## config.mk

```make
export PLATFORM = sky130hd
export DESIGN_NAME = vga_sync_analyzer
export DESIGN_NICKNAME = d
export VERILOG_FILES = /design/src/rtl/vga_sync_analyzer.sv
export SDC_FILE = /design/constraint.sdc
export NUM_CORES = 1
export LEC_CHECK = 0
export BUFFER_PORTS_ARGS = -buffer_cell sky130_fd_sc_hd__buf_2
export CAP_MARGIN = 25
export CELL_PAD_IN_SITES_DETAIL_PLACEMENT = 1
export CELL_PAD_IN_SITES_GLOBAL_PLACEMENT = 2
export CORE_MARGIN = 5
export CORE_UTILIZATION = 30
export DETAILED_ROUTE_END_ITERATION = 8
export GPL_TIMING_DRIVEN = 1
export PLACE_DENSITY_LB_ADDON = 0.08
export SETUP_SLACK_MARGIN = 0.5
export SYNTH_ARGS = -nofsm -noshare
export SYNTH_HDL_FRONTEND = slang
export SYNTH_SLANG_ARGS = --single-unit
```

## constraint.sdc

```tcl
create_clock -name clk_i -period 2 [get_ports clk_i]
set_input_delay 0.1 -clock clk_i [delete_from_list [all_inputs] [get_ports clk_i]]
set_output_delay 0.1 -clock clk_i [all_outputs]
set_load 0.02 [all_outputs]
```

## src/rtl/vga_sync_analyzer.sv

```systemverilog
// vga_sync_analyzer
//   Measures an incoming VGA sync stream (line period, hsync width, lines per
//   frame), decides whether it matches the expected HTOTAL x VTOTAL timing,
//   and optionally counts lit pixels per frame.
//
//   Optional feature macro: VGA_SYNC_ANALYZER_PIXCNT_EN
//     defined   -> lit-pixel counter present, pixcnt_o reports it per frame
//     undefined -> pixcnt_o is tied to 0, no counter is built
//
// Ports
//   clk_i                  single clock, all inputs synchronous to it
//   rst_i                  asynchronous active-high reset
//   hsync_i, vsync_i       incoming syncs (polarity set by SYNC_ACTIVE_LOW)
//   red_i, green_i, blue_i incoming colour bits
//   hperiod_o  [10:0]      last measured line period, clocks
//   hpulse_o   [10:0]      last measured hsync asserted width, clocks
//   vlines_o   [9:0]       last measured frame length, lines
//   frame_o                one-cycle pulse per evaluated frame
//   locked_o               timing matches HTOTAL/VTOTAL
//   pixcnt_o   [18:0]      lit pixels in the last frame
module vga_sync_analyzer #(
    parameter int HTOTAL          = 800,
    parameter int VTOTAL          = 525,
    parameter int LOCK_FRAMES     = 2,
    parameter int SYNC_ACTIVE_LOW = 1
) (
    input  logic        clk_i,
    input  logic        rst_i,
    input  logic        hsync_i,
    input  logic        vsync_i,
    input  logic        red_i,
    input  logic        green_i,
    input  logic        blue_i,
    output logic [10:0] hperiod_o,
    output logic [10:0] hpulse_o,
    output logic [9:0]  vlines_o,
    output logic        frame_o,
    output logic        locked_o,
    output logic [18:0] pixcnt_o
);

    localparam logic [10:0] HT = 11'(HTOTAL);
    localparam logic [9:0]  VT = 10'(VTOTAL);
    localparam logic [3:0]  LF = 4'(LOCK_FRAMES);

    typedef enum logic [1:0] {SEARCH, MEASURE, LOCKED} state_t;

    // ---------------- sync input stage ----------------
    logic hs_in, vs_in;
    logic hs_r, hs_p, vs_r, vs_p;
    logic hs_edge, hs_fall, vs_edge;

    assign hs_in = (SYNC_ACTIVE_LOW != 0) ? ~hsync_i : hsync_i;
    assign vs_in = (SYNC_ACTIVE_LOW != 0) ? ~vsync_i : vsync_i;

    always_ff @(posedge clk_i or posedge rst_i) begin
        if (rst_i) begin
            hs_r <= 1'b0;
            hs_p <= 1'b0;
            vs_r <= 1'b0;
            vs_p <= 1'b0;
        end else begin
            hs_r <= hs_in;
            hs_p <= hs_r;
            vs_r <= vs_in;
            vs_p <= vs_r;
        end
    end

    assign hs_edge = hs_r & ~hs_p;
    assign hs_fall = ~hs_r & hs_p;
    assign vs_edge = vs_r & ~vs_p;

    // ---------------- horizontal / vertical measurement ----------------
    logic [10:0] hcnt, pcnt;
    logic [9:0]  lcnt, lcnt_inc;
    logic        h_seen, line_err;
    logic        lost, period_bad, frame_match;

    // A saturated hcnt with no fresh edge means the hsync stream is gone.
    assign lost       = (hcnt == 11'h7FF) & ~hs_edge;
    assign period_bad = hs_edge & h_seen & (hcnt != HT);
    // A line ending on the vsync edge still belongs to the frame that ends.
    assign lcnt_inc   = (hs_edge && lcnt != 10'h3FF) ? lcnt + 10'd1 : lcnt;
    assign frame_match = (lcnt_inc == VT) & ~(line_err | period_bad);

    always_ff @(posedge clk_i or posedge rst_i) begin
        if (rst_i) begin
            hcnt      <= '0;
            pcnt      <= '0;
            lcnt      <= '0;
            h_seen    <= 1'b0;
            line_err  <= 1'b0;
            hperiod_o <= '0;
            hpulse_o  <= '0;
            vlines_o  <= '0;
        end else begin
            if (hs_edge)
                hcnt <= 11'd1;
            else if (hcnt != 11'h7FF)
                hcnt <= hcnt + 11'd1;

            // First edge after reset or sync loss has no predecessor to measure.
            if (lost)
                h_seen <= 1'b0;
            else if (hs_edge)
                h_seen <= 1'b1;

            if (hs_edge && h_seen)
                hperiod_o <= hcnt;

            if (hs_r) begin
                if (pcnt != 11'h7FF)
                    pcnt <= pcnt + 11'd1;
            end else if (hs_fall) begin
                hpulse_o <= pcnt;
                pcnt     <= '0;
            end

            if (vs_edge) begin
                vlines_o <= lcnt_inc;
                lcnt     <= '0;
                line_err <= 1'b0;
            end else begin
                lcnt     <= lcnt_inc;
                line_err <= line_err | period_bad;
            end
        end
    end

    // ---------------- lock FSM ----------------
    state_t     state, state_n;
    logic [3:0] mcnt, mcnt_n;
    logic       frame_n;

    always_ff @(posedge clk_i or posedge rst_i) begin
        if (rst_i) begin
            state    <= SEARCH;
            mcnt     <= '0;
            frame_o  <= 1'b0;
            locked_o <= 1'b0;
        end else begin
            state    <= state_n;
            mcnt     <= mcnt_n;
            frame_o  <= frame_n;
            locked_o <= (state == LOCKED);
        end
    end

    always_comb begin
        state_n = state;
        mcnt_n  = mcnt;
        frame_n = 1'b0;
        if (lost) begin
            state_n = SEARCH;
            mcnt_n  = '0;
        end else if (vs_edge) begin
            case (state)
                SEARCH: begin
                    // This edge only opens the first complete frame.
                    state_n = MEASURE;
                    mcnt_n  = '0;
                end
                MEASURE: begin
                    frame_n = 1'b1;
                    if (frame_match) begin
                        mcnt_n = mcnt + 4'd1;
                        if (mcnt + 4'd1 >= LF)
                            state_n = LOCKED;
                    end else begin
                        mcnt_n = '0;
                    end
                end
                LOCKED: begin
                    frame_n = 1'b1;
                    if (!frame_match) begin
                        state_n = SEARCH;
                        mcnt_n  = '0;
                    end
                end
                default: begin
                    state_n = SEARCH;
                    mcnt_n  = '0;
                end
            endcase
        end
    end

    // ---------------- lit pixel counter ----------------
`ifdef VGA_SYNC_ANALYZER_PIXCNT_EN
    logic        lit_r;
    logic [18:0] pix;

    // Colour is registered alongside the syncs so both share one timeline.
    always_ff @(posedge clk_i or posedge rst_i) begin
        if (rst_i) begin
            lit_r    <= 1'b0;
            pix      <= '0;
            pixcnt_o <= '0;
        end else begin
            lit_r <= red_i | green_i | blue_i;
            if (vs_edge) begin
                pixcnt_o <= pix;
                pix      <= '0;
            end else if (lit_r && !hs_r && !vs_r && pix != 19'h7FFFF) begin
                pix <= pix + 19'd1;
            end
        end
    end
`else
    logic unused_rgb;
    assign unused_rgb = red_i ^ green_i ^ blue_i;
    assign pixcnt_o   = '0;
`endif

endmodule
```

; Yosys cells after proc, flatten, opt, wreduce, memory -nomap -nowiden
; Cells that the tools add are included.
[classes]
addsub = 4
order_cmp = 1
n_eq_ne = 12
muxes = 24
bitwise = 15
reduce_logical = 12
[op_table]
columns = cell, n
row1 = 11-bit 2-to-1 mux, 5
row2 = 11-bit by 1-bit adder with 11-bit output (second input constant), 2
row3 = 11-bit != test (second input constant), 2
row4 = 10-bit 2-to-1 mux, 2
row5 = 4-bit 2-to-1 mux, 4
row6 = 11-bit equality test (second input constant), 1
row7 = 11-bit by 10-bit != test with 1-bit output (second input constant), 1
row8 = 10-bit by 1-bit adder with 10-bit output (second input constant), 1
row9 = 10-bit equality test (second input constant), 1
row10 = 2-bit 2-to-1 mux, 5
row11 = 10-bit != test (second input constant), 1
row12 = 3-bit != test (second input constant), 3
row13 = 4-bit one-hot mux with 2 select lines, 1
row14 = 2-bit nonzero test, 4
row15 = 1-bit bitwise AND, 7
row16 = 1-bit inverter, 7
row17 = 1-bit 2-to-1 mux, 6
row18 = 2-bit one-hot mux with 3 select lines, 1
row19 = 2-bit AND reduction, 3
row20 = 4-bit by 1-bit adder with 4-bit output (second input constant), 1
row21 = 4-bit by 2-bit >= comparator with 1-bit output (second input constant), 1
row22 = 4-bit AND reduction, 1
row23 = 2-bit by 1-bit equality test with 1-bit output (second input constant), 1
row24 = 2-bit equality test (second input constant), 1
row25 = other kinds (5), 6
[word_totals]
regBits = 78
input_bits = 7
elab_cells = 84

; Logic depth before layout (Yosys ltp)
[logic_depth]
depth_word = 11
ltp_mapped = 9
ltp_nobuf = 9

; Worst setup path after synthesis
; Ideal clock, no wire load.
[synth_path]
kind = register -> register
startpoint = register pcnt[0]
endpoint = register pcnt[2]
setup_time_ps = 129
t_arrival_ps = 2077
required_time_ps = 1871
slack_ps = -206
path_stages_with_launch = 9
path_buffers = 0
synth_period_minus_slack_ps = 2206
cell_sequence = dfrtp_1 > ha_1 > and3_1 > and3_1 > and3_1 > a41oi_1 > nor2_1 > o21ai_0 > o21ai_0
[synth_between]
elab_chain_cells = 3
elab_cells_between_ends = 6
[synth_rtl]
columns = element, line_no
row1 = start: declaration, 75  ; logic [10:0] hcnt, pcnt;
row2 = start signal: assignment, 114  ; pcnt <= pcnt + 11'd1;
row3 = 11-bit by 1-bit adder with 11-bit output or 11-bit != test (tied branches), "114, 113"
row4 = 11-bit 2-to-1 mux or 2-bit by 1-bit != test with 1-bit output (tied branches), -
row5 = 11-bit 2-to-1 mux or 2-bit AND reduction (tied branches), -
; Parallel ways exist; a longest one is shown, timed or not. The select of a mux whose other input is x is not followed.
; A chain may end at the register's enable or synchronous reset.

; Final worst setup path
[layout_path]
startpoint = register hs_p
endpoint = register state[1]
[layout_between]
elab_chain_cells = 9
elab_cells_between_ends = 18
[layout_rtl]
columns = element, line_no
row1 = start: declaration, 50  ; logic hs_r, hs_p, vs_r, vs_p;
row2 = start signal: assignment, 64  ; hs_p <= hs_r;
row3 = 1-bit inverter *, 70  ; assign hs_edge = hs_r & ~hs_p;
row4 = 1-bit bitwise AND *, 70
row5 = branches (longest 7 deep; another with 10-bit 2-to-1 mux), -
row6 = end signal: assignment, 143  ; state <= state_n;
row7 = end: declaration, 132  ; state_t state, state_n;
; Every way passes the cells marked *.

==> impl_metrics.csv <==
group,metric,value,unit
cells_and_area,layout_common_cells,"73 x dfrtp_1, 63 x buf_4, 37 x buf_2, 32 x nand2_1, 30 x buf_6",
place,port_buffers,37,
synth,syn_inst,357,
setup_path,max_stage_delay,410,ps
synth,synthArstFlopShare,100,%
cts,cts.sinks,78,
setup_path,reg2reg_depth,8,
global_route,track_usage,13.9,%
cts,clkTransAtPathRegs,60,ps
pwr,p_leak,2.74,nW
die,start_util,30.9,%
timing,layout_min_cycle_time,2180,ps
drt,vias_per_cell,4.63,
global_route,overflow,0,
drt,routed_wl,10100,um
job,cap_violations,0,
run_status,violations,"setup timing",
run_status,status,"finished with violations",
timing,drv_slew,0,
cells_and_area,diodes,0,
synth,synth_area_leaders,"dfrtp_1 52%, mux2_2 6.0%, nand2_1 4.2%, buf_4 4.0%, o21ai_0 4.0%",
die,die_h,122,um
cells_and_area,final_common_cell,"dfrtp_1",
drt,drc,0,
synth,ys_warn_count,0,
synth,synth-main-ff-cell,"dfrtp_1",
global_route,grt_pass1_vias,3194,
die,ios,60,
place,placed_area,4550,um2
cts,cts_made_buffers,9,
drt,num_vias,3093,
setup_path,path_cells,"nand4b_1, buf_4, nor3_4, mux2i_1, o211a_1, a31o_2, a21oi_2, o221a_1",
setup_path,critPathLaunchType,"register",
timing,setup_ws,-183,ps
drt,first_pass_iters,4,
global_route,antenna_found_initial,0,
cells_and_area,nFillCells,1318,
timing,setup_violations,6,
timing,clock_skew,4.16,ps
setup_path,cp_slowest_cell,"dfrtp_1",
cts,cts_root_buf,"clkbuf_16",
timing,hold_viol,0,
die,rows,40,
setup_path,arrival,2410,ps
die,core_area,12100,um2
place,gp_congestion,0.747,
die,die_area,14800,um2
pwr,p_total,4.45,mW
cells_and_area,fin_area,5720,um2
setup_path,critPathMaxFanout,5,
pwr,power_density,779,nW/um2
synth,synth-edff-count,0,
timing,rsz0062_at_grt,"true",
global_route,grt_first_pass_wirelength,16100,um
cells_and_area,final_util,47.2,%
synth,syn-cell-area,3740,um2
cts,cts_tree,"yes",
pwr,peakVddDrop,0.450,mV
cells_and_area,drive_gt1_share,50.2,%
timing,fmax,458,MHz
cells_and_area,area_delta_synth_final,52.8,%
place,pre_cts_slack,-216,ps
worst_hold_path,hold_class,"input pin to asynchronous set/reset pin",
cts,clk_latency,340,ps
die,fp.dieW,122,um
synth,synth.distinct_cells,53,
place,dpl.hpwl,6720,um
cells_and_area,final_nets,512,
drt,drtIter0Drc,91,
cts,ctsHtreeMaxLevel,3,
synth,syn_avg_cell_area,10.5,um2
synth,synth_top_area_cell,"dfrtp_1",
drt,ant_nets,0,
global_route,grt_max_degree,33,
timing,min_period_over_period,109,%
synth,ys_ff_latch,78,
setup_path,end_kind,"register",
setup_path,ff2ff_setup_slack,-180,ps
synth,synth_top_area_share,52.2,%
drt,wl_per_cell,15.1,um
setup_path,required,2230,ps
cts,cts_buffer_depth,2,
setup_path,path_class,"register to register",
synth,ys_seq_area_share,52.2,%
==> critical path: cells and delay by family, from the launching register on <==
kind | cells | cell delay (ps)
AOI/OAI and AO/OA | 4 | 770
and+or+nand+nor | 2 | 410
DFF | 1 | 410
muxes | 1 | 260
buffers and inverters | 1 | 220
==> cells in the mapped netlist (all sizes together) (4+ instances only) <==
master / instances
nand2: 42
inv: 11
mux2i: 6
mux2: 20
nor2: 29
nor3: 9
ha: 9
and2: 4
clkbuf: 4
and3: 5
nand3: 14
a21oi: 9
dfrtp: 78
o21ai: 31
nand2b: 5
nand4: 7
xor2: 10
buf: 23
==> metal layers <==
layer	vias to the layer above	track usage (%)	share of wire, %
li1	1495	-	-
met1	1549	17.3	44
met2	38	22.9	51
met3	11	4.69	3.4
met4	0	4.41	1.3
met5	-	0	0
==> final cells by class <==
class,count,area [um2],share of cell area (%)
tap,168,210,3.68
clock inverter,1,5.00,0.0876
multi-input combinational,260,2150,37.7
sequential,78,1960,34.3
clock buffer,14,264,4.62
inverter,11,45.0,0.788
timing repair buffer,136,1080,18.9
==> flip-flops by register name (all words and copies together) (netlist names) <==
signal	flops
pcnt	11
vlines_o	10
hs_p	1
frame_o	1
mcnt	4
vs_r	1
h_seen	1
hs_r	1
hperiod_o	11
locked_o	1
vs_p	1
line_err	1
lcnt	10
state	2
hpulse_o	11
hcnt	11
==> timing repair <==
| action | CTS | global route |
|---|---|---|
| gates cloned | 0 | 1 |
| hold buffers | 3 | 0 |
| setup buffers | 21 | 26 |
| endpoints found under the hold margin | 19 | 0 |
| pin swaps | 25 | 34 |
| setup endpoints to repair | 62 | 65 |
| resized for setup | 50 | 82 |
==> kinds of logic (layout without fill, tap and decap cells) <==
group,Yosys count,in the layout,share of synthesized area [%]
xor gates and xnor gates,12,12,2.81
AOI/OAI and AO/OA,60,60,10.1
adders and majority gates,9,9,3.01
and+or+nand+nor,133,134,18.3
other,1,19,0.100
DFF,78,78,52.2
muxes,26,26,7.63
buffers and inverters,38,162,5.85
==> path summary, 6_finish.rpt <==
kind | from | endpoint
setup / recovery | hs_p | state[1]
max in group asynchronous | rst_i | lcnt[9]
hold reg to reg | vs_r | vs_p
hold / removal | rst_i | hperiod_o[2]
min in group clk_i | vs_r | vs_p
setup reg to reg | hs_p | state[1]
==> where the power goes <==
part           leakage, nW  switching [mW]  internal [mW]  total [mW]
logic                 1.57           0.578          0.496        1.07
registers             1.04           0.118           1.76        1.87
clock network        0.133           0.604          0.900        1.50
total                 2.74            1.30           3.15        4.45
==> per-stage QoR <==
stage | std cells | hold WS [ps] | TNS [ps]
2_1_floorplan | 375 | 159 | -157
3_3_place_gp | 602 | 139 | -884
3_5_place_dp | 602 | 144 | -1090
4_1_cts | 641 | 316 | -996
5_1_grt | 668 | 350 | -1610
6_report | 668 | 318 | -879
No activity file was read; power rests on OpenSTA's default activity.
